==> config.mk <==
export PLATFORM = sky130hd
export DESIGN_NAME = sync_fifo_param
export DESIGN_NICKNAME = d
export VERILOG_FILES = /design/src/rtl/fifo_pkg.sv /design/src/rtl/fifo_mem_2p.sv /design/src/rtl/sync_fifo_param.sv
export SDC_FILE = /design/constraint.sdc
export NUM_CORES = 1
export LEC_CHECK = 0
export ABC_AREA = 1
export BUFFER_PORTS_ARGS = -buffer_cell sky130_fd_sc_hd__clkbuf_2
export CORE_MARGIN = 4
export CORE_UTILIZATION = 30
export DETAILED_ROUTE_END_ITERATION = 12
export PLACE_DENSITY = 0.52
export REMOVE_ABC_BUFFERS = 1
export SLEW_MARGIN = 15
export SYNTH_ARGS = -nofsm -noshare
export SYNTH_HDL_FRONTEND = slang
export SYNTH_SLANG_ARGS = --single-unit
==> constraint.sdc <==
create_clock -name clk -period 3 [get_ports clk]
set_clock_uncertainty 0.15 [all_clocks]
set_input_delay 0.3 -clock clk [delete_from_list [all_inputs] [get_ports clk]]
set_output_delay 0.3 -clock clk [all_outputs]
set_load 0.005 [all_outputs]
==> src/rtl/fifo_pkg.sv <==
// fifo_pkg: shared constants and sizing helper for the parametrised FIFO
package fifo_pkg;
    localparam int DEF_AE_LEVEL  = 2;
    localparam int DEF_AF_MARGIN = 2;

    function automatic int clog2(input int n);
        int r = 0;
        while ((1 << r) < n) r++;
        return r;
    endfunction
endpackage

==> src/rtl/fifo_mem_2p.sv <==
// fifo_mem_2p: register-array storage, synchronous write port and registered read port
module fifo_mem_2p import fifo_pkg::*; #(
    parameter int DATA_W = 8,
    parameter int DEPTH  = 16,
    localparam int AW    = clog2(DEPTH)
) (
    input  logic              clk,
    input  logic              rst,
    input  logic              we,
    input  logic [AW-1:0]     waddr,
    input  logic [DATA_W-1:0] wdata,
    input  logic              re,
    input  logic [AW-1:0]     raddr,
    output logic [DATA_W-1:0] rdata
);
    logic [DATA_W-1:0] mem [DEPTH];

    always_ff @(posedge clk)
        if (we) mem[waddr] <= wdata;

    always_ff @(posedge clk)
        if (rst) rdata <= '0;
        else if (re) rdata <= mem[raddr];
endmodule

==> src/rtl/sync_fifo_param.sv <==
// sync_fifo_param: single-clock FIFO with occupancy count, threshold flags,
// read-valid strobe and sticky overflow/underflow flags
module sync_fifo_param import fifo_pkg::*; #(
    parameter int DATA_W   = 8,
    parameter int DEPTH    = 16,
    parameter int AF_LEVEL = DEPTH - DEF_AF_MARGIN,
    parameter int AE_LEVEL = DEF_AE_LEVEL,
    localparam int PTR_W   = clog2(DEPTH),
    localparam int CNT_W   = clog2(DEPTH + 1)
) (
    input  logic              clk,
    input  logic              rst,
    input  logic              wr,
    input  logic [DATA_W-1:0] din,
    input  logic              rd,
    output logic [DATA_W-1:0] dout,
    output logic              rd_valid,
    output logic              empty,
    output logic              full,
    output logic              almost_empty,
    output logic              almost_full,
    output logic [CNT_W-1:0]  count,
    input  logic              clr_err,
    output logic              overflow,
    output logic              underflow
);
    localparam logic [PTR_W-1:0] LAST   = PTR_W'(DEPTH - 1);
    localparam logic [CNT_W-1:0] FULL_C = CNT_W'(DEPTH);
    localparam logic [CNT_W-1:0] AF_C   = CNT_W'(AF_LEVEL);
    localparam logic [CNT_W-1:0] AE_C   = CNT_W'(AE_LEVEL);

    logic [PTR_W-1:0] wptr, rptr;
    logic             wr_acc, rd_acc;

    assign empty        = count == '0;
    assign full         = count == FULL_C;
    assign almost_empty = count <= AE_C;
    assign almost_full  = count >= AF_C;
    assign wr_acc       = wr & ~full;
    assign rd_acc       = rd & ~empty;

    fifo_mem_2p #(.DATA_W(DATA_W), .DEPTH(DEPTH)) u_mem (
        .clk   (clk),
        .rst   (rst),
        .we    (wr_acc & ~rst),
        .waddr (wptr),
        .wdata (din),
        .re    (rd_acc),
        .raddr (rptr),
        .rdata (dout)
    );

    // Explicit wrap compare keeps non-power-of-two depths correct
    always_ff @(posedge clk)
        if (rst) begin
            wptr      <= '0;
            rptr      <= '0;
            count     <= '0;
            rd_valid  <= 1'b0;
            overflow  <= 1'b0;
            underflow <= 1'b0;
        end else begin
            if (wr_acc) wptr <= (wptr == LAST) ? '0 : wptr + 1'b1;
            if (rd_acc) rptr <= (rptr == LAST) ? '0 : rptr + 1'b1;
            count     <= (wr_acc && !rd_acc) ? count + 1'b1 :
                         (rd_acc && !wr_acc) ? count - 1'b1 : count;
            rd_valid  <= rd_acc;
            overflow  <= (wr & full) | (overflow & ~clr_err);
            underflow <= (rd & empty) | (underflow & ~clr_err);
        end
endmodule

[Yosys cells after proc, flatten, opt, wreduce, memory -nomap -nowiden]
Memories as Yosys holds them, arrays and structs flattened. A register that Yosys moved wholly into a read port is not among the register bits.
Index checks and enable logic that the tools add are counted.
Storage, ports and cells
  register bits after elaboration: 16
  memory bits (writable): 128
  output and inout port bits: 20
  word-level logic and storage cells: 41
  memories: 1
Operators by class
  order comparisons: 2
  bitwise gates (word level): 13
  reductions and logical operators: 6
  eq/ne operators: 3
  $add $sub $neg: 4
  multiplexer cells: 6
Memories
  u_mem.mem: depth 16, width 8, rd ports 1, clocked after Yosys merged registers in 1, write ports 1, RTL line fifo_mem_2p.sv:16  | logic [DATA_W-1:0] mem [DEPTH];
Operators with widths (count)
  $mux W5: 2
  $add A4 B1 Y4 const B: 2
  $eq A4 B4 Y1 const B: 2
  $mux W4: 2
  $and A1 B1 Y1: 7
  $add A5 B1 Y5 const B: 1
  $eq A5 B5 Y1 const B: 1
  $ge A5 B4 Y1 const B: 1
  $le A5 B2 Y1 const B: 1
  $logic_not A5 Y1: 1
  $sub A5 B1 Y5 const B: 1
  $not A1 Y1: 4
  $logic_and A1 B1 Y1: 2
  $logic_not A1 Y1: 2
  $mux W1: 2
  $or A1 B1 Y1: 2
  $reduce_bool A2 Y1: 1

[Longest topological paths before layout]
  depth after elaboration: 7
  gate-level depth with buffers: 14

[Modules after synthesis]
A second synthesis with hierarchy kept.
Second synthesis, totals
  cells, all modules: 615
  area, all modules: 6518.8 um2
By module, submodules not included
  fifo_mem_2p: area each 5577.8 um2, seq. area each 4003.8 um2, instances 1, cells each 490
  sync_fifo_param: area each 940.9 um2, seq. area each 320.3 um2, instances 1, cells each 125

[Worst setup path after synthesis]
Ideal clock, no wire load.
  kind: register to register
  start: reg count[0]
  end: reg count[4]
  cell stages (with the launch flop): 13
  arrival: 1.885 ns
  data required time: 2.718 ns
  path slack: 0.833 ns
  clock period less this slack: 2.167 ns
  setup time: 0.132 ns
  cells stage by stage: dfxtp_1 -> inv_1 -> nand4_1 -> nand2_1 -> inv_1 -> ha_1 -> inv_1 -> fa_1 -> nand3_1 -> nand2_1 -> xor2_1 -> nand2_1 -> a21oi_1
On the way
  word-level cells in the longest chain between the ends: 6
  elaborated cells between the ends (all ways): 15
  classes of those cells: 2 x add/sub; 1 x eq/ne; 2 x mux; 4 x bitwise; 6 x reduce/logical
RTL lines
  start: declaration: RTL line sync_fifo_param.sv:22  | output logic [CNT_W-1:0] count,
  start signal: assignment: RTL line sync_fifo_param.sv:65  | count <= (wr_acc && !rd_acc) ? count + 1'b1 :
  $eq A5 B5 Y1 (*): RTL line sync_fifo_param.sv:36  | assign full = count == FULL_C;
  $not A1 Y1 (*): RTL line sync_fifo_param.sv:39  | assign wr_acc = wr & ~full;
  $and A1 B1 Y1 (*): RTL line sync_fifo_param.sv:39
  named net wr_acc: RTL line sync_fifo_param.sv:33  | logic wr_acc, rd_acc;
  $logic_not A1 Y1: RTL line sync_fifo_param.sv:66  | (rd_acc && !wr_acc) ? count - 1'b1 : count;
  $logic_and A1 B1 Y1: RTL line sync_fifo_param.sv:66
  $reduce_bool A2 Y1 (no source line)
Mark *: on every way through the listed nets, which the timed path passes. The rest lies on a longest branch. The select of a mux whose other input is x is not followed.
A chain may end at the register's enable or synchronous reset.

[Worst setup path after layout]
  start: reg count[1]
  end: reg count[3]
Same word-level chain as after synthesis.

==> flow_summary_export.csv <==
group,metric,value,unit
placed_design,place_hpwl,10300,um
timing,max-slew-margin-rel,0.528,
worst_setup_path,regToRegSetupSlack,610,ps
global_route,grt.busiest_layer,"met2",
pwr,p_seq_frac,0.408,
cells_and_area,mostFrequentLayoutCells,"nand2_1 (209), edfxtp_1 (128), inv_1 (127), nand3_1 (70), nor2_1 (67)",
worst_setup_path,reg2reg_from,"count[1]",
pwr,p_leak,3.44,nW
global_route,grt.overflow.total,0,
pwr,p_sw_frac,0.293,
routing,routed_wl,16100,um
timing,tightest_slew,706,ps
timing,setup_violations,0,
floorplanning,io_pins,33,
global_route,gr-usage-met2,0.226,
yosys,ys_types,25,
timing,rsz0062_at_grt,"false",
timing,min_period,2390,ps
cells_and_area,layout_commonest_cell,"nand2_1",
global_route,grtUsageMet3,0.0329,
floorplanning,die_h,159,um
global_route,grt_pass1_vias,4544,
global_route,grt_usage,0.135,
routing,drt_first_iter_violations,200,
yosys,syn_area_per_cell,9.45,um2
placed_design,pre_cts_ws,645,ps
placed_design,portBuffers,32,
timing,setup-tns-final,0,ps
timing,hold_viol,0,
flow_run,cap_viol_max_count,0,
placed_design,gp_congestion,0.781,
worst_hold_path,worstHoldPathType,"input port to register",
worst_hold_path,hp-start,"wr",
worst_setup_path,cp.arrival,2560,ps
worst_hold_path,min_path_cells,3,
cells_and_area,areaGrowthSynthToFinish,16.3,%
yosys,syn_inst,720,
routing,drc,0,
worst_setup_path,slowest_delay,430,ps
cells_and_area,fin_util,0.358,
cells_and_area,diodes,0,
global_route,grt.met1_usage,0.176,
clock_tree,cts_tree,"built",
worst_setup_path,critPathLaunchType,"register",
pwr,power_frac_clock,0.376,
pwr,p_int,0.00433,W
routing,post_drt_wl_per_cell,15.3,um
worst_setup_path,crit_path_end_kind,"register",
clock_tree,clockRootBuffer,"clkbuf_16",
worst_setup_path,r2r.worst_path.cells,14,
worst_setup_path,crit_required,3170,ps
worst_setup_path,worstSetupPathType,"register to register",
pwr,combPwrFrac,0.217,
yosys,synth.cell_area,0.00681,mm2
yosys,yosys_warnings,0,
floorplanning,die_area,0.0252,mm2
clock_tree,cts_buffers,17,
floorplanning,core_area,0.0221,mm2
worst_setup_path,timing.rr.end,"count[3]",
pwr,p_per_area,773,mW/mm2
pwr,power.ir.vdd_worst,0.000367,V
global_route,grt_pass1_wl,25300,um
timing,slew_violations,0,
cells_and_area,fillerInstances,2202,
cells_and_area,nNetsFinal,783,
routing,vias,4617,
clock_tree,cts_buffer_depth,2,
timing,min_period_over_period,0.798,
floorplanning,start_util,0.308,
cells_and_area,drive_above_1_share,0.103,
yosys,ys_seq_area_frac,0.635,
global_route,grt_max_degree,60,
routing,via_per_inst,4.38,
clock_tree,clock-sinks,152,
routing,postRouteAntennaNets,0,
worst_setup_path,critical-path-top-delay-family,"adder cells",
yosys,yosys_register_bits,152,
floorplanning,die_w,159,um
timing,worst_slack,607,ps
global_route,antenna_found_initial,0,
clock_tree,clkTransAtPathRegs,60,ps
outcome,status,"completed",
worst_setup_path,cp_cell_sequence,"inv_1 -> nand4_1 -> nand2_1 -> inv_1 -> ha_1 -> inv_1 -> ha_1 -> nand2_1 -> nand2_1 -> a21oi_1 -> xor2_1 -> nand2_1 -> nand2_1 -> inv_1",
routing,firstDrtPassIters,4,
floorplanning,num_rows,54,
worst_hold_path,min_to,"wptr[1]",
pwr,net-switching-power,0.00179,W
clock_tree,insertion_delay,420,ps
worst_setup_path,timing.critical_path.slowest_stage_cell,"dfxtp_1",
worst_setup_path,crit_buf_inv,4,
worst_setup_path,cpMostUsedCell,"nand2_1",
timing,fmax,0.418,GHz
clock_tree,htree_levels,4,
worst_setup_path,crit_path_max_fanout,6,
-- final cells by class --
cell class	count	area [um2]	area share
Sequential cell	152	4330	0.546
Multi-Input combinational cell	409	1820	0.230
Clock buffer	20	437	0.0552
Timing Repair Buffer	47	283	0.0357
Inverter	133	499	0.0631
Tap cell	280	350	0.0442
Clock inverter	12	200	0.0253
-- worst max path at each step --
stage,cells past startpoint,to,slack (ps),startpoint
floorplan,7,u_mem.rdata[0],20,rptr[0]
global placement,14,count[3],660,count[0]
detailed placement,14,count[3],650,count[1]
CTS,14,count[3],620,count[1]
global route,14,count[3],350,count[1]
finish,14,count[3],610,count[1]
-- worst reg2reg max path: stages, from the launching register on --
cell and delay (ps):
dfxtp_1 430, inv_1 120, nand4_1 120, nand2_1 120
inv_1 170, ha_1 210, inv_1 110, ha_1 280
nand2_1 60, nand2_1 50, a21oi_1 150, xor2_1 170
nand2_1 60, nand2_1 50, inv_1 30
-- cell families after synthesis --
| kind of cell | after synthesis | synth area share |
|---|---|---|
| buf+inv | 159 | 0.0969 |
| xor+xnor | 5 | 0.00643 |
| simple gates | 355 | 0.213 |
| fa+ha+maj | 10 | 0.0195 |
| compound gates | 39 | 0.0290 |
| flops | 152 | 0.635 |
-- metal layers --
metal | vias to the layer above | wire, um
met4 | 0 | 126
met2 | 71 | 7820
met3 | 9 | 638
li1 | 2362 | -
met1 | 2175 | 7500
met5 | - | 0
-- registers in the layout, summed over array words and instances, names as in the netlist --
name,flops
rd_valid,1
rptr,4
u_mem.rdata,8
wptr,4
overflow,1
u_mem.mem,128
underflow,1
count,5
-- power groups by stage --
stage	clock network [W]	logic (W)	registers, W
detailed placement	0	0.00133	0.00254
floorplan	0	0.000802	0.00259
finish	0.00230	0.00133	0.00250
global route	0.00244	0.00153	0.00251
CTS	0.00234	0.00135	0.00250
global placement	0	0.00133	0.00254
-- metrics by stage --
step | total power [W] | hold WS (ps) | std cells | cell area (um2)
6_report | 0.00612 | 90.0 | 1053 | 7920
5_1_grt | 0.00648 | 122 | 1053 | 7920
4_1_cts | 0.00618 | 71.1 | 1053 | 7920
3_5_place_dp | 0.00387 | 308 | 1017 | 7240
3_3_place_gp | 0.00387 | 308 | 1017 | 7240
2_1_floorplan | 0.00339 | 219 | 694 | 6650
-- synth_stat cells, drive strengths merged --
library cell,count,share of area
a21oi,23,0.017
xnor2,1,0.0013
nand2,210,0.12
ha,9,0.017
o21ai,15,0.011
xor2,4,0.0051
inv,130,0.072
fa,1,0.0029
nor2,69,0.040
dfxtp,24,0.071
nand4,2,0.0028
edfxtp,128,0.56
nor3,4,0.0029
clkbuf,7,0.0039
nand3,70,0.051
clkinv,3,0.0017
o31ai,1,0.0011
buf,19,0.020
-- repair_timing --
item | CTS | global route
hold buffers | 4 | 0
gates resized for setup | 0 | 0
hold endpoints to repair | 2 | 0
setup buffers | 0 | 0
Note: power is estimated with default switching activity, not from simulation.
